`config.mk`:
```
export PLATFORM = sky130hd
export DESIGN_NAME = id_decode_buf
export DESIGN_NICKNAME = d
export VERILOG_FILES = /design/src/rtl/id_decode_buf.sv
export SDC_FILE = /design/constraint.sdc
export NUM_CORES = 1
export LEC_CHECK = 0
export ABC_AREA = 1
export BUFFER_PORTS_ARGS = -buffer_cell sky130_fd_sc_hd__buf_2
export CORE_MARGIN = 1
export CORE_UTILIZATION = 48
export CTS_CLUSTER_SIZE = 12
export DETAILED_ROUTE_END_ITERATION = 16
export PLACE_DENSITY = 0.79
export SLEW_MARGIN = 0
export SYNTH_ARGS = -nofsm -noshare
export SYNTH_HDL_FRONTEND = slang
export SYNTH_SLANG_ARGS = --single-unit
```
`constraint.sdc`:
```
create_clock -name clk -period 1.25 [get_ports clk]
set_input_delay 0.0625 -clock clk [delete_from_list [all_inputs] [get_ports clk]]
set_output_delay 0.0625 -clock clk [all_outputs]
set_load 0.03 [all_outputs]
```
`src/rtl/id_decode_buf.sv`:
```
// id_decode_buf: decode-stage front end with a two-entry skid buffer; optional id_illegal via ILLEGAL_INST_DET_EN
module id_decode_buf #(
    parameter logic [31:0] RESET_PC = 32'h0000_0000
) (
    input  logic        clk,
    input  logic        rst_n,
    input  logic        flush,
    input  logic        if_valid,
    output logic        if_ready,
    input  logic [31:0] if_inst,
    input  logic [31:0] if_pc,
    output logic        id_valid,
    input  logic        id_ready,
    output logic [24:0] id_imm_in,
    output logic [2:0]  id_inst_type,
    output logic        id_shift_imm,
    output logic [6:0]  id_opcode,
    output logic [2:0]  id_funct3,
    output logic [6:0]  id_funct7,
    output logic [4:0]  id_rd,
    output logic [4:0]  id_rs1,
    output logic [4:0]  id_rs2,
    output logic [31:0] id_pc
`ifdef ILLEGAL_INST_DET_EN
    ,
    output logic        id_illegal
`endif
);
    localparam logic [2:0] INST_R    = 3'd0;
    localparam logic [2:0] INST_I    = 3'd1;
    localparam logic [2:0] INST_S    = 3'd2;
    localparam logic [2:0] INST_B    = 3'd3;
    localparam logic [2:0] INST_U    = 3'd4;
    localparam logic [2:0] INST_J    = 3'd5;
    localparam logic [2:0] INST_NONE = 3'd7;

    typedef struct packed {
        logic [31:0] inst;
        logic [31:0] pc;
        logic [2:0]  typ;
        logic        shift;
`ifdef ILLEGAL_INST_DET_EN
        logic        illegal;
`endif
    } entry_t;

    entry_t dec;
    entry_t out_q, out_d;
    entry_t skid_q, skid_d;
    logic   out_valid_q, out_valid_d;
    logic   skid_valid_q, skid_valid_d;
    logic   accept;
    logic   drain;
    logic [6:0] op;
    logic [2:0] f3;

    assign op       = if_inst[6:0];
    assign f3       = if_inst[14:12];
    assign if_ready = ~skid_valid_q;
    assign id_valid = out_valid_q;
    assign accept   = if_valid & if_ready;
    assign drain    = out_valid_q & id_ready;

    // Classify the incoming word so it can be captured alongside the raw bits
    always_comb begin
        dec       = '0;
        dec.inst  = if_inst;
        dec.pc    = if_pc;
        dec.typ   = (op == 7'b0110111 || op == 7'b0010111) ? INST_U :
                    (op == 7'b1101111) ? INST_J :
                    (op == 7'b1100111 || op == 7'b0000011 || op == 7'b0010011 ||
                     op == 7'b0001111 || op == 7'b1110011) ? INST_I :
                    (op == 7'b1100011) ? INST_B :
                    (op == 7'b0100011) ? INST_S :
                    (op == 7'b0110011) ? INST_R : INST_NONE;
        dec.shift = (op == 7'b0010011) && (f3 == 3'b001 || f3 == 3'b101);
`ifdef ILLEGAL_INST_DET_EN
        dec.illegal = (dec.typ == INST_NONE) || (if_inst[1:0] != 2'b11) ||
                      (op == 7'b0110011 && if_inst[31:25] != 7'b0000000 && if_inst[31:25] != 7'b0100000);
`endif
    end

    // Skid-buffer steering: output register refills from skid first, then from fetch
    always_comb begin
        out_d        = out_q;
        out_valid_d  = out_valid_q;
        skid_d       = skid_q;
        skid_valid_d = skid_valid_q;
        if (flush) begin
            out_valid_d  = 1'b0;
            skid_valid_d = 1'b0;
        end else if (!out_valid_q || drain) begin
            out_valid_d  = skid_valid_q | accept;
            out_d        = skid_valid_q ? skid_q : accept ? dec : out_q;
            skid_valid_d = 1'b0;
        end else if (accept) begin
            skid_valid_d = 1'b1;
            skid_d       = dec;
        end
    end

    // State registers; reset clears both entries and the presented payload
    always_ff @(posedge clk) begin
        if (!rst_n) begin
            out_valid_q  <= 1'b0;
            skid_valid_q <= 1'b0;
            out_q        <= '0;
            out_q.typ    <= INST_NONE;
            skid_q       <= '0;
        end else begin
            out_valid_q  <= out_valid_d;
            skid_valid_q <= skid_valid_d;
            out_q        <= out_d;
            skid_q       <= skid_d;
        end
    end

    assign id_imm_in    = out_q.inst[31:7];
    assign id_opcode    = out_q.inst[6:0];
    assign id_rd        = out_q.inst[11:7];
    assign id_funct3    = out_q.inst[14:12];
    assign id_rs1       = out_q.inst[19:15];
    assign id_rs2       = out_q.inst[24:20];
    assign id_funct7    = out_q.inst[31:25];
    assign id_inst_type = out_q.typ;
    assign id_shift_imm = out_q.shift;
    assign id_pc        = out_valid_q ? out_q.pc : RESET_PC;
`ifdef ILLEGAL_INST_DET_EN
    assign id_illegal   = out_q.illegal;
`endif
endmodule
```
==> results of run 1 <==
synth_stat cells (all sizes together):
cell type / number / area share
dfxtp: 138 / 0.44
nand3: 7 / 0.0064
buf: 88 / 0.11
nor4: 1 / 0.0010
nand4: 1 / 0.0010
nand2: 180 / 0.11
o21ai: 137 / 0.11
inv: 85 / 0.052
a21oi: 54 / 0.043
clkbuf: 33 / 0.020
nor2: 60 / 0.038
a211oi: 1 / 0.0012
a31oi: 64 / 0.064
cells by family (layout without fill, tap and decap cells):
family,after synthesis,after routing
flip-flops,138,138
buffers and inverters,206,399
AND/OR/NAND/NOR,249,249
AO/OA/AOI/OAI,256,256
other,0,1
routing by layer:
metal  wire (um)  part of all wire  vias to the layer above
li1            -                 -                     3085
met1        7860              0.40                     3007
met2       10000              0.51                      290
met3        1150             0.058                       74
met4         759             0.038                        0
met5           0                 0                        -
worst min-delay path: stages:
cell	delay, ns
buf_2	0.10
inv_1	0.06
nand2_4	0.10
nor4_1	0.05
worst min-delay path by stage:
stage               startpoint           end
global placement     if_pc[22]    skid_q[26]
detailed placement   if_pc[26]    skid_q[30]
floorplan                flush      id_valid
CTS                   id_ready  skid_valid_q
global route          id_ready  skid_valid_q
finish                id_ready  skid_valid_q
final cells by class:
class | count | area (um2) | area share
timing repair inverter | 2 | 22.5 | 0.00243
clock buffer | 22 | 464 | 0.0500
sequential | 138 | 2770 | 0.299
multi-input combinational | 505 | 2770 | 0.299
antenna | 1 | 2.50 | 0.000270
clock inverter | 10 | 75.1 | 0.00809
tap | 172 | 215 | 0.0232
inverter | 85 | 352 | 0.0379
timing repair buffer | 280 | 2610 | 0.281
repair_timing:
action	CTS	global route
resized for setup	90	177
endpoints found under the setup margin	60	164
endpoints found under the hold margin	131	0
setup buffers	0	8
hold buffers	66	0
pin swaps	0	3
cloned	2	19
state kept, by name (all words and copies together) (netlist names):
register	flops
id_funct3	3
id_funct7	7
id_imm_in	15
id_inst_type	3
id_opcode	7
id_shift_imm	1
id_valid	1
out_q	32
skid_q	68
skid_valid_q	1
where the power goes:
part           total (W)  internal, W  leakage (nW)  switching [W]
registers        0.00472      0.00458          1.13       0.000135
logic            0.00175     0.000748          2.90       0.000997
clock network    0.00466      0.00281         0.277        0.00186
total             0.0111      0.00814          4.31        0.00299
metrics by stage:
stage / total power, W / hold WS [ns] / cell area (um2) / cells / setup WS [ns]
final: 0.0111 / 0.00210 / 9280 / 1215 / -0.172
after global routing: 0.0115 / 0.0104 / 9280 / 1215 / -0.207
after CTS: 0.0108 / -0.0192 / 8310 / 1187 / -0.121
after detailed placement: 0.00596 / 0.313 / 6790 / 1087 / -0.0323
after global placement: 0.00595 / 0.308 / 6790 / 1087 / 0.0212
after floorplan: 0.00574 / 0.131 / 6270 / 849 / -0.0586
==> summary.md, run 1 <==
| Metric | Value |
|---|---|
| CP arrival | about 1.8 ns |
| Hold Violations, Final | 0 |
| Worst setup SP type | flop |
| XOR/XNOR Fraction of Synth Area | 0 |
| First-pass GRT wire length | 26000 um |
| Synth Area in Adders | 0 |
| Clock latency on the worst-skew pair | ~0.42 ns |
| H-tree Lvls | 4 |
| Yosys warns | 0 |
| GRT overflow | 0 |
| Worst Setup End Kind | flop |
| WP depth | 7 |
| Syn Nets | 918 |
| Final HPWL DP | approximately 9000 um |
| Reg2reg start | id_valid |
| Layout cell share with drive strength beyond 1 | 0.316 |
| GRT met3 Usage | 0.0523 |
| Gr usage total | 0.247 |
| P_leak | between 4 and 5 nW |
| Post-Synth Simple-Gate Area | 0.156 |
| Slowest CP cell | dfxtp_4 |
| Number of global-route vias before repair | between 5000 and 6000 |
| Post-synthesis mux area share | 0 |
| Relative slew slack | 0.805 |
| Crit path time final | approximately 1.4 ns |
| Clock Skew | between 0.007 and 0.008 ns |
| Slew @ Worst Pin | slightly below 0.3 ns |
| PwrDens | 1200 nW/um2 |
| Critical path required time | 1.59 ns |
| Row Count | 41 |
| Via density | roughly 5.3 |
| Yosys reg bits | around 140 |
| I/O pins | about 160 |
| Die ar. | approximately 13000 um2 |
| Flop2flop setup slack | -0.17 ns |
| Met1 GRT Util | 0.292 |
| Initial Util | 0.494 |
| Die X | 116 um |
| Area added between synthesis and finish | 48.9% |
| CTS Buffer Depth | 2 |
| Drt total wl | around 20000 um |
| Crit path max fanout | 12 |
| Gate count after technology mapping | between 800 and 900 |
| Starting DRT DRC Count | 585 |
| Grt peak-use layer | met2 |
| Leading cell type in the layout, fill and taps excluded | nand2_1 |
| RSZ-0062 raised after global routing | true |
| Per-instance average area after synthesis | 7.34 um2 |
| Root Driver | clkbuf_16 |
| Crit path from | id_valid |
| Antenna-violating nets left | 0 |
| Residual DRC | 0 |
| Final Wtd Congestion | roughly 0.78 |
| CTS Buf Count | 17 |
| Critical Path Sink | skid_q[36] |
| Routed len/inst | about 16 um |
| Reg clk slew, reported paths | ~0.06 ns |
| Die H | ~120 um |
| Core Region | around 13000 um2 |
| Final net count | approximately 1100 |
| Worst path cell trace | nand2_4 -> nor2_4 -> nand3_4 -> clkinv_8 -> clkbuf_16 -> o21ai_0 -> a21oi_1 |
| CTS tree | done |
| Clock tree sinks | around 140 |
| Failing checks | negative setup slack |
| TritonRoute pass-1 iters | 6 |
| Setup TNS | -10.34 ns |
| Most frequent cells in the layout | 177 x nand2_1, 136 x dfxtp_1, 128 x buf_2 |
| Max-cap violation count | 0 |
| Post-route clock period utilization | 1.14 |
| Min-Delay Path Class | in2reg |
| WP buf/inv | 2 |
| GR Layer Usage met2 | 0.421 |
| Fmax | 703 MHz |
| R2R Path End | skid_q[36] |
| Hold Path Cell Cnt | 4 |
| Worst vdd ir | around 0.85 mV |
| Synth cell types | 24 |
| Setup ws final | -0.172 ns |
| Fin util | 0.735 |
| R2R cell count | 7 |
| Synth Area in Compound Gates | 0.219 |
| CP top delay family | flip-flops |
| Setup violators final | between 100 and 150 |
| Port bufs | ~160 |
| Largest family of logic cells by synthesized area | compound AO/OA/AOI/OAI gates |
| Largest net degree at the start of global routing | 53 |
| Seq/Total Area, Yosys | 0.444 |
| Vias | 6456 |
| Path type of the worst setup path | reg2reg |
| Initial antenna violation count | 1 |
| Largest stage delay on the critical path | 0.40 ns |
| Status | finished with violations |
| Fin. max-slew vios | 0 |
| Mapped cell area | between 6000 and 7000 um2 |
| Fillers | between 900 and 1000 |
Power figures use the tool's default switching activity.
==> run 2: changes to the inputs <==
==> constraint.sdc (replaced) <==
create_clock -name clk -period 1.25 [get_ports clk]
set_input_delay 0.0625 -clock clk [delete_from_list [all_inputs] [get_ports clk]]
set_output_delay 0.0625 -clock clk [all_outputs]
set_load 0.02 [all_outputs]
==> summary.md, run 2 (same netlist as run 1, synthesis figures left out) <==
| Metric | Value |
|---|---|
| Fillers | 838 (-9.3%) |
| WHS Endpoint | skid_valid_q |
| Final net count | 1106 (+0.73%) |
| CP arrival | 1.67 ns (-0.09 ns) |
| Drt total wl | 21100 um (+6.5%) |
| CP top delay family | buffers and inverters |
| R2R Path End | out_q[9] |
| RSZ-0062 raised after global routing | true |
| Port bufs | 163 (unchanged) |
| Die H | 116 um (unchanged) |
| H-tree Lvls | 4 (unchanged) |
| First-pass GRT wire length | 29000 um (+12%) |
| Clock latency on the worst-skew pair | 0.42 ns (about the same) |
| Hold Path Cell Cnt | 3 (-1) |
| Final HPWL DP | 8950 um (-0.86%) |
| Setup ws final | -0.130 ns (+0.0426 ns) |
| PwrDens | 1220 nW/um2 (+1.4%) |
| Fin. max-slew vios | 0 (unchanged) |
| DP Area | 6780 um2 (-0.22%) |
| Starting DRT DRC Count | 676 (+16%) |
| Root Driver | clkbuf_16 |
| Status | finished with violations |
| Flop2flop setup slack | -0.13 ns (+0.04 ns) |
| I/O pins | 164 (unchanged) |
| Fin util | 0.761 (+0.0263) |
| Crit path time final | 1.38 ns (-0.0426 ns) |
| CTS Buffer Depth | 2 (unchanged) |
| Number of global-route vias before repair | 6018 (+7.3%) |
| Die X | 116 um (unchanged) |
| Min Hold Slack | 0.0522 ns (+0.0501 ns) |
| Max-cap violation count | 0 (unchanged) |
| CTS tree | done |
| Antenna-violating nets left | 0 (unchanged) |
| WP buf/inv | 3 (+1) |
| Final design area excluding fillers | 9610 um2 (+3.6%) |
| Clock Skew | 0.00610 ns (-0.00166 ns) |
| Final Wtd Congestion | 0.782 (+0.37%) |
| HP Start | if_valid |
| Antenna fix cells | 0 (-1) |
| Failing checks | negative setup slack |
| Area added between synthesis and finish | 54.3% |
| Fmax | 725 MHz (+3.1%) |
| Crit path max fanout | 8 (-4) |
| Layout cell share with drive strength beyond 1 | 0.371 (+0.0551) |
| Multi-input logic area | 2850 um2 (+2.8%) |
| Routed len/inst | 17.2 um (+6.0%) |
| Largest net degree at the start of global routing | 40 (-25%) |
| Initial Util | 0.494 (unchanged) |
| Hold Violations, Final | 0 (unchanged) |
| Row Count | 41 (unchanged) |
| Vias | 6583 (+2.0%) |
| Reg2reg start | id_valid |
| Worst vdd ir | 0.822 mV (-3.3%) |
| Final Power | 0.0117 W (+5.1%) |
| Post-route clock period utilization | 1.10 (-0.0341) |
| Slowest CP cell | dfxtp_4 |
| R2R cell count | 7 (unchanged) |
| Relative slew slack | 0.691 (-0.114) |
| Largest Register | skid_q |
| Residual DRC | 0 (unchanged) |
| Setup violators final | 139 (-6.7%) |
| Leading cell type in the layout, fill and taps excluded | nand2_1 |
| Initial antenna violation count | 0 (-1) |
| Clock tree sinks | 138 (unchanged) |
| Worst path cell trace | nand2_4 -> buf_6 -> nand2_8 -> clkinv_16 -> clkbuf_16 -> o21ai_2 -> a31oi_1 |
| Worst Setup End Kind | flop |
| Most frequent cells in the layout | 174 x nand2_1, 136 x dfxtp_1, 126 x buf_2 |
| Min-Delay Path Class | in2reg |
| P_leak | 4.47 nW (+3.7%) |
| Number of flip-flops in the largest register | 68 (unchanged) |
| Core Region | 12600 um2 (unchanged) |
| Worst setup SP type | flop |
| GRT overflow | 0 (unchanged) |
| Critical path required time | 1.54 ns (-0.05 ns) |
| Reg clk slew, reported paths | 0.06 ns (about the same) |
| TritonRoute pass-1 iters | 5 (-1) |
| Via density | 5.39 (+1.5%) |
| Die ar. | 13400 um2 (unchanged) |
| CTS Buf Count | 17 (unchanged) |
| Gr usage total | 0.279 (+0.0325) |
| Setup TNS | -6.53 ns (+3.81 ns) |
| Reg area | 2770 um2 (unchanged) |
| Largest stage delay on the critical path | 0.40 ns (about the same) |
| Path type of the worst setup path | reg2reg |
| Slew @ Worst Pin | 0.464 ns (+0.171 ns) |
## run 2: layer usage
| metal | up-vias | share of wire | global-route usage |
|---|---|---|---|
| met5 | - | 0 | 0 |
| met4 | 0 | 0.032 | 0.133 |
| met3 | 67 | 0.055 | 0.0554 |
| met2 | 300 | 0.51 | 0.486 |
| met1 | 3118 | 0.40 | 0.330 |
| li1 | 3098 | - | - |
## run 2: cell type report
cell class	count	share of cell area
Multi-Input combinational cell	505	0.296
Timing Repair Buffer	287	0.290
Sequential cell	138	0.288
Clock buffer	22	0.0483
Inverter	85	0.0367
Tap cell	172	0.0224
Clock inverter	9	0.0151
Timing Repair inverter	3	0.00286
## run 2: how the worst max path moves through the flow
stage,start,end,slack (ns),cells after the start
after detailed placement,id_valid,skid_q[37],-0.06,7
after global placement,id_valid,skid_q[0],-0.005,7
after global routing,skid_valid_q,id_imm_in[10],-0.18,7
after floorplan,id_valid,skid_q[21],-0.03,8
after CTS,id_valid,skid_q[37],-0.09,8
final,id_valid,out_q[9],-0.13,7
## run 2: timing repair
| action | CTS | global route |
|---|---|---|
| hold buffers | 65 | 0 |
| cloned | 15 | 11 |
| resized for setup | 137 | 192 |
| endpoints found under the hold margin | 130 | 0 |
| endpoints found under the setup margin | 78 | 168 |
| pin swaps | 15 | 4 |
| setup buffers | 13 | 4 |
## run 2: power by group
group / internal [W] / switching [W] / leakage [nW] / total (W)
Combinational: 0.000778 / 0.000921 / 3.03 / 0.00170
Clock: 0.00341 / 0.00184 / 0.304 / 0.00525
Sequential: 0.00458 / 0.000153 / 1.13 / 0.00474
## run 2: stage by stage
stage	cells	worst slack, ns
6_report	1221	-0.130
3_5_place_dp	1085	-0.0635
5_1_grt	1221	-0.183
4_1_cts	1209	-0.0857
3_3_place_gp	1085	-0.00463
2_1_floorplan	849	-0.0301
## run 2: worst min-delay path, stage by stage
cell and delay, ns:
buf_2 0.14, nor2_4 0.16, nor4_1 0.07
